**src/rtl/l4_route_ctrl_if.sv**
```systemverilog
// rtl/l4_route_ctrl_if.sv - request/status/array-control bundle for the L4 route controller
interface l4_route_ctrl_if #(
   parameter int NRBITS = 5,
   parameter int NCBITS = 5,
   parameter int NSBITS = 10
);
   logic              start;
   logic              abort;
   logic [NRBITS-1:0] src_row;
   logic [NCBITS-1:0] src_col;
   logic [NRBITS-1:0] tgt_row;
   logic [NCBITS-1:0] tgt_col;
   logic [3:0]        status_out;
   logic [2:0]        row_range_sel;
   logic [NRBITS-1:0] row_l_v;
   logic [NRBITS-1:0] row_u_v;
   logic [2:0]        col_range_sel;
   logic [NCBITS-1:0] col_l_v;
   logic [NCBITS-1:0] col_u_v;
   logic [1:0]        cell_cmd;
   logic              extend;
   logic              ret2ue;
   logic              etch_enb;
   logic              busy;
   logic              done;
   logic              found;
   logic [NSBITS-1:0] step_count;

   modport master (
      input  start, abort, src_row, src_col, tgt_row, tgt_col, status_out,
      output row_range_sel, row_l_v, row_u_v, col_range_sel, col_l_v, col_u_v,
             cell_cmd, extend, ret2ue, etch_enb, busy, done, found, step_count
   );

   modport slave (
      output start, abort, src_row, src_col, tgt_row, tgt_col, status_out,
      input  row_range_sel, row_l_v, row_u_v, col_range_sel, col_l_v, col_u_v,
             cell_cmd, extend, ret2ue, etch_enb, busy, done, found, step_count
   );
endinterface

```
**src/rtl/l4_route_ctrl.sv**
```systemverilog
// rtl/l4_route_ctrl.sv - five-phase route sequencer (clear, mark, expand, trace, etch) for the L4 array
module l4_route_ctrl #(
   parameter int         NRBITS   = 5,
   parameter int         NCBITS   = 5,
   parameter int         NSBITS   = 10,
   parameter int         MAXSTEPS = 1000,
   parameter logic [1:0] CMD_CLR  = 2'b00,
   parameter logic [1:0] CMD_SRC  = 2'b01,
   parameter logic [1:0] CMD_TGT  = 2'b10,
   parameter logic [1:0] CMD_NOP  = 2'b11
) (
   input logic               clk,
   input logic               resetn,
   l4_route_ctrl_if.master   bus
);

   typedef enum logic [2:0] {
      ST_IDLE, ST_CLEAR, ST_MARK_SRC, ST_MARK_TGT, ST_EXPAND, ST_TRACE, ST_ETCH, ST_FIN
   } state_t;

   localparam logic [NSBITS-1:0] LP_LAST = NSBITS'(MAXSTEPS - 1);
   localparam logic [NSBITS-1:0] LP_MAX  = NSBITS'(MAXSTEPS);

   state_t            r_state, w_next;
   logic [2:0]        r_row_sel, r_col_sel, w_row_sel, w_col_sel;
   logic [NRBITS-1:0] r_row_l, r_row_u, w_row_l, w_row_u;
   logic [NCBITS-1:0] r_col_l, r_col_u, w_col_l, w_col_u;
   logic [1:0]        r_cmd, w_cmd;
   logic              r_extend, r_ret2ue, r_etch, r_busy, r_done, r_found;
   logic              w_extend, w_ret2ue, w_etch, w_busy, w_done, w_found;
   logic [NSBITS-1:0] r_step, r_trace, w_step, w_trace;

   // next state, counters and result flag; abort overrides every status-driven exit
   always_comb begin
      w_next  = r_state;
      w_step  = r_step;
      w_trace = r_trace;
      w_found = r_found;
      case (r_state)
         ST_IDLE: begin
            if (bus.start) begin
               w_next  = ST_CLEAR;
               w_step  = '0;
               w_found = 1'b0;
            end
         end
         ST_CLEAR:    w_next = ST_MARK_SRC;
         ST_MARK_SRC: w_next = ST_MARK_TGT;
         ST_MARK_TGT: w_next = ST_EXPAND;
         ST_EXPAND: begin
            if (r_step != LP_MAX) w_step = r_step + 1'b1;
            if (bus.status_out[0]) begin
               w_next  = ST_TRACE;
               w_trace = '0;
            end else if (bus.status_out[1] || (r_step == LP_LAST)) begin
               w_next  = ST_FIN;
               w_found = 1'b0;
            end
         end
         ST_TRACE: begin
            if (r_trace != LP_MAX) w_trace = r_trace + 1'b1;
            if (bus.status_out[2]) begin
               w_next = ST_ETCH;
            end else if (r_trace == LP_LAST) begin
               w_next  = ST_FIN;
               w_found = 1'b0;
            end
         end
         ST_ETCH: begin
            w_next  = ST_FIN;
            w_found = 1'b1;
         end
         ST_FIN:  w_next = ST_IDLE;
         default: w_next = ST_IDLE;
      endcase
      if (bus.abort && (r_state != ST_IDLE)) begin
         w_next  = ST_IDLE;
         w_step  = r_step;
         w_found = 1'b0;
      end
   end

   // array-side outputs are decoded from the next state so they line up with the registered state
   always_comb begin
      w_row_sel = 3'd0;
      w_col_sel = 3'd0;
      w_row_l   = '0;
      w_row_u   = '0;
      w_col_l   = '0;
      w_col_u   = '0;
      w_cmd     = CMD_NOP;
      w_extend  = 1'b0;
      w_ret2ue  = 1'b0;
      w_etch    = 1'b0;
      w_done    = 1'b0;
      w_busy    = (w_next != ST_IDLE);
      case (w_next)
         ST_CLEAR: begin
            w_row_sel = 3'd2;
            w_col_sel = 3'd2;
            w_cmd     = CMD_CLR;
         end
         ST_MARK_SRC: begin
            w_row_sel = 3'd1;
            w_col_sel = 3'd1;
            w_row_l   = bus.src_row;
            w_row_u   = bus.src_row;
            w_col_l   = bus.src_col;
            w_col_u   = bus.src_col;
            w_cmd     = CMD_SRC;
         end
         ST_MARK_TGT: begin
            w_row_sel = 3'd1;
            w_col_sel = 3'd1;
            w_row_l   = bus.tgt_row;
            w_row_u   = bus.tgt_row;
            w_col_l   = bus.tgt_col;
            w_col_u   = bus.tgt_col;
            w_cmd     = CMD_TGT;
         end
         ST_EXPAND: begin
            w_row_sel = 3'd2;
            w_col_sel = 3'd2;
            w_extend  = 1'b1;
         end
         ST_TRACE: begin
            w_row_sel = 3'd2;
            w_col_sel = 3'd2;
            w_ret2ue  = 1'b1;
         end
         ST_ETCH: begin
            w_row_sel = 3'd2;
            w_col_sel = 3'd2;
            w_etch    = 1'b1;
         end
         ST_FIN:  w_done = 1'b1;
         default: w_done = 1'b0;
      endcase
   end

   // state and every output register; reset leaves the array idle with a NOP command
   always_ff @(posedge clk or negedge resetn) begin
      if (!resetn) begin
         r_state   <= ST_IDLE;
         r_row_sel <= 3'd0;
         r_col_sel <= 3'd0;
         r_row_l   <= '0;
         r_row_u   <= '0;
         r_col_l   <= '0;
         r_col_u   <= '0;
         r_cmd     <= CMD_NOP;
         r_extend  <= 1'b0;
         r_ret2ue  <= 1'b0;
         r_etch    <= 1'b0;
         r_busy    <= 1'b0;
         r_done    <= 1'b0;
         r_found   <= 1'b0;
         r_step    <= '0;
         r_trace   <= '0;
      end else begin
         r_state   <= w_next;
         r_row_sel <= w_row_sel;
         r_col_sel <= w_col_sel;
         r_row_l   <= w_row_l;
         r_row_u   <= w_row_u;
         r_col_l   <= w_col_l;
         r_col_u   <= w_col_u;
         r_cmd     <= w_cmd;
         r_extend  <= w_extend;
         r_ret2ue  <= w_ret2ue;
         r_etch    <= w_etch;
         r_busy    <= w_busy;
         r_done    <= w_done;
         r_found   <= w_found;
         r_step    <= w_step;
         r_trace   <= w_trace;
      end
   end

   assign bus.row_range_sel = r_row_sel;
   assign bus.col_range_sel = r_col_sel;
   assign bus.row_l_v       = r_row_l;
   assign bus.row_u_v       = r_row_u;
   assign bus.col_l_v       = r_col_l;
   assign bus.col_u_v       = r_col_u;
   assign bus.cell_cmd      = r_cmd;
   assign bus.extend        = r_extend;
   assign bus.ret2ue        = r_ret2ue;
   assign bus.etch_enb      = r_etch;
   assign bus.busy          = r_busy;
   assign bus.done          = r_done;
   assign bus.found         = r_found;
   assign bus.step_count    = r_step;

endmodule

```
**src/flat_wrapper.sv**
```systemverilog
// flat-port wrapper written by rule: the top's interface ports become plain ports
module l4_route_ctrl_flat 
#(
   parameter int         NRBITS   = 5,
   parameter int         NCBITS   = 5,
   parameter int         NSBITS   = 10,
   parameter int         MAXSTEPS = 1000,
   parameter logic [1:0] CMD_CLR  = 2'b00,
   parameter logic [1:0] CMD_SRC  = 2'b01,
   parameter logic [1:0] CMD_TGT  = 2'b10,
   parameter logic [1:0] CMD_NOP  = 2'b11
)
  (clk, resetn, bus_start, bus_abort, bus_src_row, bus_src_col, bus_tgt_row, bus_tgt_col, bus_status_out, bus_row_range_sel, bus_row_l_v, bus_row_u_v, bus_col_range_sel, bus_col_l_v, bus_col_u_v, bus_cell_cmd, bus_extend, bus_ret2ue, bus_etch_enb, bus_busy, bus_done, bus_found, bus_step_count);
  l4_route_ctrl_if #(.NRBITS(NRBITS), .NCBITS(NCBITS), .NSBITS(NSBITS)) bus_i ();
  input logic clk;
  input logic resetn;
  input wire logic [$bits(bus_i.start)-1:0] bus_start;
  input wire logic [$bits(bus_i.abort)-1:0] bus_abort;
  input wire logic [$bits(bus_i.src_row)-1:0] bus_src_row;
  input wire logic [$bits(bus_i.src_col)-1:0] bus_src_col;
  input wire logic [$bits(bus_i.tgt_row)-1:0] bus_tgt_row;
  input wire logic [$bits(bus_i.tgt_col)-1:0] bus_tgt_col;
  input wire logic [$bits(bus_i.status_out)-1:0] bus_status_out;
  output wire logic [$bits(bus_i.row_range_sel)-1:0] bus_row_range_sel;
  output wire logic [$bits(bus_i.row_l_v)-1:0] bus_row_l_v;
  output wire logic [$bits(bus_i.row_u_v)-1:0] bus_row_u_v;
  output wire logic [$bits(bus_i.col_range_sel)-1:0] bus_col_range_sel;
  output wire logic [$bits(bus_i.col_l_v)-1:0] bus_col_l_v;
  output wire logic [$bits(bus_i.col_u_v)-1:0] bus_col_u_v;
  output wire logic [$bits(bus_i.cell_cmd)-1:0] bus_cell_cmd;
  output wire logic [$bits(bus_i.extend)-1:0] bus_extend;
  output wire logic [$bits(bus_i.ret2ue)-1:0] bus_ret2ue;
  output wire logic [$bits(bus_i.etch_enb)-1:0] bus_etch_enb;
  output wire logic [$bits(bus_i.busy)-1:0] bus_busy;
  output wire logic [$bits(bus_i.done)-1:0] bus_done;
  output wire logic [$bits(bus_i.found)-1:0] bus_found;
  output wire logic [$bits(bus_i.step_count)-1:0] bus_step_count;
  assign bus_i.start = bus_start;
  assign bus_i.abort = bus_abort;
  assign bus_i.src_row = bus_src_row;
  assign bus_i.src_col = bus_src_col;
  assign bus_i.tgt_row = bus_tgt_row;
  assign bus_i.tgt_col = bus_tgt_col;
  assign bus_i.status_out = bus_status_out;
  assign bus_row_range_sel = bus_i.row_range_sel;
  assign bus_row_l_v = bus_i.row_l_v;
  assign bus_row_u_v = bus_i.row_u_v;
  assign bus_col_range_sel = bus_i.col_range_sel;
  assign bus_col_l_v = bus_i.col_l_v;
  assign bus_col_u_v = bus_i.col_u_v;
  assign bus_cell_cmd = bus_i.cell_cmd;
  assign bus_extend = bus_i.extend;
  assign bus_ret2ue = bus_i.ret2ue;
  assign bus_etch_enb = bus_i.etch_enb;
  assign bus_busy = bus_i.busy;
  assign bus_done = bus_i.done;
  assign bus_found = bus_i.found;
  assign bus_step_count = bus_i.step_count;
  l4_route_ctrl #(.NRBITS(NRBITS), .NCBITS(NCBITS), .NSBITS(NSBITS), .MAXSTEPS(MAXSTEPS), .CMD_CLR(CMD_CLR), .CMD_SRC(CMD_SRC), .CMD_TGT(CMD_TGT), .CMD_NOP(CMD_NOP)) u_core (.clk(clk), .resetn(resetn), .bus(bus_i));
endmodule
```
**config.mk**
```make
export PLATFORM = sky130hd
export DESIGN_NAME = l4_route_ctrl_flat
export DESIGN_NICKNAME = d
export VERILOG_FILES = /design/src/rtl/l4_route_ctrl_if.sv /design/src/rtl/l4_route_ctrl.sv /design/src/flat_wrapper.sv
export SDC_FILE = /design/constraint.sdc
export NUM_CORES = 1
export LEC_CHECK = 0
export ABC_AREA = 1
export BUFFER_PORTS_ARGS = -buffer_cell sky130_fd_sc_hd__buf_4
export CORE_ASPECT_RATIO = 0.8
export CORE_MARGIN = 1
export CORE_UTILIZATION = 30
export DETAILED_ROUTE_END_ITERATION = 10
export GPL_TIMING_DRIVEN = 0
export HOLD_SLACK_MARGIN = 0.06
export PLACE_DENSITY = 0.55
export RECOVER_POWER = 100
export SYNTH_ARGS = -nofsm -noshare
export SYNTH_HDL_FRONTEND = slang
export SYNTH_SLANG_ARGS = --single-unit
```
**constraint.sdc**
```tcl
create_clock -name clk -period 2 [get_ports clk]
set_input_delay 0.4 -clock clk [delete_from_list [all_inputs] [get_ports clk]]
set_output_delay 0.4 -clock clk [all_outputs]
set_load 0.01 [all_outputs]
```
### Word-level counts from Yosys, hierarchy flattened

Cells that the tools add are included.
Widths: inputs -> output; s select.

* output and inout port bits: 44
* flip-flop bits (word level): 43

* muxes and demuxes: 28
* add/sub/neg operators: 2
* bitwise gates (word level): 1
* equal/unequal tests: 27
* reduce and logical (&&, ||, !) cells: 13

Operator list (number)
* $mux 10: 4
* $pmux 10 s2: 2
* $eq 3x3->1 const B: 8
* $pmux 3 s8: 1
* $add 10x1->10 const B: 2
* $eq 10x10->1 const B: 2
* $ne 10x10->1 const B: 2
* $pmux 5 s2: 2
* $mux 3: 6
* $eq 3x2->1 const B: 4
* $mux 1: 10
* $ne 3x2->1 const B: 3
* $eq 3x1->1 const B: 2
* $ne 3x1->1 const B: 2
* $pmux 2 s3: 1
* $reduce_and 6->1: 1
* $reduce_bool 3->1: 2
* $reduce_bool 5->1: 1
* $ne 2x1->1 const B: 2
* $ne 2x2->1 const B: 2
* $pmux 1 s4: 1
* $pmux 2 s2: 1
* $reduce_and 4->1: 1
* $reduce_bool 2->1: 2
* other kinds (7): 7

### Depth between registers and ports, before layout

* depth in word-level cells: 9
* mapped depth: 10
* depth with buffers taken out: 10

### Worst setup path after synthesis

Ideal clock, no wire load.

* kind: reg2reg
* start point: register u_core.r_step[0] (netlist: u_core.bus.step_count[0])
* end point: register u_core.r_col_l[0] (netlist: u_core.bus.col_l_v[0])
* setup slack: 0.439 ns
* setup time: 0.118 ns
* path buffers: 1
* required time: 1.882 ns
* arrival: 1.443 ns
* stages on the path, launching flop included: 11
* clock period less this slack: 1.561 ns
* cell sequence: dfrtp_1 -> ha_1 -> nand2_1 -> nor2_1 -> nand3_1 -> nand3_1 -> nand2_1 -> nand3_1 -> buf_2 -> nand4_1 -> nand2_1

* cells in the longest elaborated chain, start to end: 8
* elaborated cells between the ends (all ways): 9
* those cells by class: 3 x eq/ne; 5 x mux; 1 x reduce/logical

Ends and longest elaborated chain
* start, declared: line l4_route_ctrl.sv:31 `logic [NSBITS-1:0] r_step, r_trace, w_step, w_trace;`
* start signal, assigned: line l4_route_ctrl.sv:175 `r_step <= w_step;`
* $eq 10x10->1 (*): line l4_route_ctrl.sv:55 `end else if (bus.status_out[1] || (r_step == LP_LAST)) begin`
* $logic_or 1x1->1 (*): line l4_route_ctrl.sv:55
* $mux 3 (*): line l4_route_ctrl.sv:55
* $mux 3 (*): line l4_route_ctrl.sv:52 `if (bus.status_out[0]) begin`
* $pmux 3 s8 (*): line l4_route_ctrl.sv:39 `case (r_state)`
* $mux 3 (*): line l4_route_ctrl.sv:76 `if (bus.abort && (r_state != ST_IDLE)) begin`
* $eq 3x2->1: line l4_route_ctrl.sv:97 `case (w_next)`
* $pmux 5 s2 (*): line l4_route_ctrl.sv:97
* named net u_core.w_col_l[0]: line l4_route_ctrl.sv:27 `logic [NCBITS-1:0] r_col_l, r_col_u, w_col_l, w_col_u;`
* end signal, assigned: line l4_route_ctrl.sv:166 `r_col_l <= w_col_l;`
* end, declared: line l4_route_ctrl.sv:27

Mark *: on every way through the listed nets, which the timed path passes. The rest lies on a longest branch.
A chain may end at the register's enable or synchronous reset.

### Worst setup path after layout

* start point: register u_core.r_state[2]
* end point: register u_core.r_row_l[2] (netlist: u_core.bus.row_l_v[2])

* cells in the longest elaborated chain, start to end: 6
* elaborated cells between the ends (all ways): 20
* those cells by class: 9 x eq/ne; 8 x mux; 3 x reduce/logical

Ends and longest elaborated chain
* start, declared: line l4_route_ctrl.sv:24 `state_t r_state, w_next;`
* start signal, assigned: line l4_route_ctrl.sv:161 `r_state <= w_next;`
* $mux 3, on equally long branches: line l4_route_ctrl.sv:64, l4_route_ctrl.sv:55
* $mux 3, on equally long branches: line l4_route_ctrl.sv:62, l4_route_ctrl.sv:52
* $pmux 3 s8: line l4_route_ctrl.sv:39
* $mux 3 (*): line l4_route_ctrl.sv:76
* named net u_core.w_next[2]: line l4_route_ctrl.sv:24
* $eq 3x2->1: line l4_route_ctrl.sv:97
* $pmux 5 s2 (*): line l4_route_ctrl.sv:97
* named net u_core.w_row_l[2]: line l4_route_ctrl.sv:26 `logic [NRBITS-1:0] r_row_l, r_row_u, w_row_l, w_row_u;`
* end signal, assigned: line l4_route_ctrl.sv:164 `r_row_l <= w_row_l;`
* end, declared: line l4_route_ctrl.sv:26

Marked as above.

==> results.sh <==
export IMPL_status="completed"
export IMPL_switchingPower_w=0.001472
export IMPL_insertion_delay_ns=0.30
export IMPL_setup_worst_path_class="reg2reg"
export IMPL_n_fill_cell=856
export IMPL_yosysMostFrequentCell="nand2_1"
export IMPL_synth_xor_area_share=0.01778
export IMPL_layout_nets=414
export IMPL_drive_gt1_frac=0.2167
export IMPL_post_cts_resized=0
export IMPL_power_frac_seq=0.345
export IMPL_synthMuxAreaShare=0
export IMPL_maxSlewViolCount=0
export IMPL_synth_cells_most_frequent="nand2_1, dfrtp_1, inv_1"
export IMPL_synth_distinct_cells=31
export IMPL_path_buf_inv=2
export IMPL_multiInputGateArea_um2=1076
export IMPL_vias=2198
export IMPL_startpoint_type="register"
export IMPL_max_stage_delay_ns=0.52
export IMPL_grt_pass1_vias=2052
export IMPL_synthSimpleGateAreaFrac=0.3267
export IMPL_cts_root_buf="clkbuf_8"
export IMPL_synth_top_family_by_area="simple AND/OR/NAND/NOR gates"
export IMPL_swShare=0.3983
export IMPL_firstDrtPassIters=4
export IMPL_fin_cells=491
export IMPL_grt_overflow=0
export IMPL_worstPathRequired_ns=2.18
export IMPL_rows=29
export IMPL_via_per_inst=4.477
export IMPL_dp_cells=483
export IMPL_async_flop_share=1.000
export IMPL_cp_data_arrival_time_ns=2.02
export IMPL_rsz0062_at_grt="false"
export IMPL_path_common_cell="nand2_1"
export IMPL_h_tree_depth=2
export IMPL_die_x_um=103.3
export IMPL_cts_tree="built"
export IMPL_combPwrFrac=0.436
export IMPL_drc_errors=0
export IMPL_die_height_um=83.03
export IMPL_cts_buffers=5
export IMPL_intPower_w=0.002224
export IMPL_synth_warnings=0
export IMPL_grt_pass1_wl_um=9708
export IMPL_clockBufferDepth=2
export IMPL_core_um2=7946
export IMPL_setup_viol=0
export IMPL_start_util=0.3099
export IMPL_clkPwrFrac=0.218
export IMPL_layout_area_seq_um2=1079
export IMPL_wl_um=5815
export IMPL_avgRoutedWirePerCell_um=11.84
export IMPL_synth_area_top_cells="dfrtp_1, nand2_1, nand4_1"
export IMPL_ios=72
export IMPL_place_hpwl_um=4315
export IMPL_setup_tns_ns=0
export IMPL_leakagePower_nw=1.476
export IMPL_synth_top_area_share=0.4167
export IMPL_cts_sinks=43
export IMPL_slew_headroom=0.2853
export IMPL_ctsHoldBuffers=0
export IMPL_ys_seq_area_frac=0.4380
export IMPL_clkSlewWorstSetupHoldPaths_ns=0.09
export IMPL_synth_ff_type="dfrtp_1"
export IMPL_yosys_area_share_adder=0.02033
export IMPL_post_cts_setup_buffers=0
export IMPL_synth_compound_area_frac=0.07368
export IMPL_hold_viol=0
export IMPL_yosysTopAreaCell="dfrtp_1"
export IMPL_grt_antenna_before_repair=0
export IMPL_grtUsageTotal=0.1458
export IMPL_drv_cap=0
export IMPL_drtIter0Drc=102
export IMPL_ant_nets=0
export IMPL_fmax_mhz=544.9
export IMPL_finalCriticalPeriod_ns=1.835
export IMPL_vdd_ir_drop_max_uv=381.5
export IMPL_hold_class="in2async"
export IMPL_cp_slowest_cell="dfrtp_1"
export IMPL_worst_pin_slew_ns=1.072
export IMPL_die_area_um2=8576
export IMPL_skew_ns=0.01029
export IMPL_synth_area_per_cell_um2=8.047
export IMPL_num_antenna_cells=0
export IMPL_synth_edf_count=0
export IMPL_gp_congestion=0.8372
export IMPL_grt_max_degree=44
export IMPL_syn_area_um2=2462
export IMPL_syn_to_final_growth_pct=25.91
export IMPL_power_per_cell_area_nw_per_um2=1192
export IMPL_crit_family="simple AND/OR/NAND/NOR gates"
export IMPL_crit_fanout=10
export IMPL_io_buffer_count=68
export IMPL_path_cells="inv_2 -> nand2_1 -> nor3b_2 -> nor2_4 -> clkbuf_2 -> nand4_1 -> nand2_1"
export IMPL_synthCells=306
export IMPL_endpoint_kind="register"
export IMPL_ys_ff_latch=43
export IMPL_fin_crit_sh=0.9175
## logic make-up after synthesis
group,count (synthesis)
xor gates and xnor gates,5
AOI/OAI and AO/OA,30
buffers and inverters,58
and+or+nand+nor,165
adders and majority gates,4
DFF,43
other,1
## worst register-to-register path: stages, from the launching register on
cell	delay [ns]
dfrtp_1	0.52
inv_2	0.13
nand2_1	0.11
nor3b_2	0.48
nor2_4	0.09
clkbuf_2	0.21
nand4_1	0.12
nand2_1	0.06
## layout make-up
type	instances	area share
timing repair buffer	68	0.1251
clock inverter	3	0.02179
multi-input combinational	206	0.3471
clock buffer	5	0.02220
buffer	23	0.05004
inverter	35	0.04237
sequential	43	0.3479
tap	108	0.04358
## sequential cells by signal, indices dropped and copies added, names as in the netlist
name                      count
u_core.bus.ret2ue             1
u_core.bus.extend             1
u_core.bus.col_l_v            5
u_core.bus.row_range_sel      2
u_core.bus.busy               1
u_core.bus.step_count        10
u_core.bus.row_l_v            5
u_core.bus.cell_cmd           2
u_core.bus.done               1
u_core.bus.etch_enb           1
u_core.r_trace               10
u_core.bus.found              1
u_core.r_state                3
## final timing paths
check / startpoint / endpoint / slack, ns / cells past startpoint
max reg2reg: u_core.r_state[2] / u_core.bus.row_l_v[2] / 0.16 / 7
max in group asynchronous: resetn / u_core.bus.row_l_v[4] / 1.05 / 1
max: u_core.r_state[2] / u_core.bus.row_l_v[2] / 0.16 / 7
min in group clk: bus_abort / u_core.bus.found / 0.33 / 2
min reg2reg: u_core.bus.found / u_core.bus.found / 0.54 / 2
min: resetn / u_core.bus.row_l_v[3] / 0.28 / 1
## metrics by stage
stage	cell area (um^2)	worst slack [ns]	hold WS, ns	utilization	power (W)
2_1_floorplan	2466	0.4390	0.1044	-	0.002436
3_3_place_gp	3112	0.2375	0.4352	0.3916	0.003102
3_5_place_dp	3112	0.2508	0.4322	0.3916	0.003101
4_1_cts	3248	0.2118	0.1021	0.4088	0.003933
5_1_grt	3100	0.01471	0.3353	0.3902	0.004008
6_report	3100	0.1649	0.2816	0.3902	0.003696
## layer usage
metal | routed length (um) | track usage | up-vias
met5 | 0 | 0 | -
met2 | 2588 | 0.2133 | 38
li1 | - | - | 1145
met3 | 201 | 0.03030 | 7
met1 | 2957 | 0.2122 | 1008
met4 | 68 | 0.04866 | 0
## cells in the final DEF (no fill, tap or decap), types with 5 or more instances in the layout
cell and n:
buf_4 39, clkbuf_1 33, clkbuf_4 10, clkbuf_8 5, dfrtp_1 41, inv_1 34
nand2_1 69, nand3_1 24, nand4_1 27, nor2_1 24, nor3_1 5, o21ai_0 16
xor2_1 5
## power groups by stage
| stage | sequential (W) | combinational, W | clock, W |
|---|---|---|---|
| final | 0.00128 | 0.00161 | 0.000807 |
| after CTS | 0.00128 | 0.00182 | 0.000837 |
| after floorplan | 0.00133 | 0.00111 | 0 |
| after detailed placement | 0.00129 | 0.00181 | 0 |
| after global routing | 0.00131 | 0.00183 | 0.000869 |
| after global placement | 0.00129 | 0.00181 | 0 |
No activity file was read; power rests on OpenSTA's default activity.
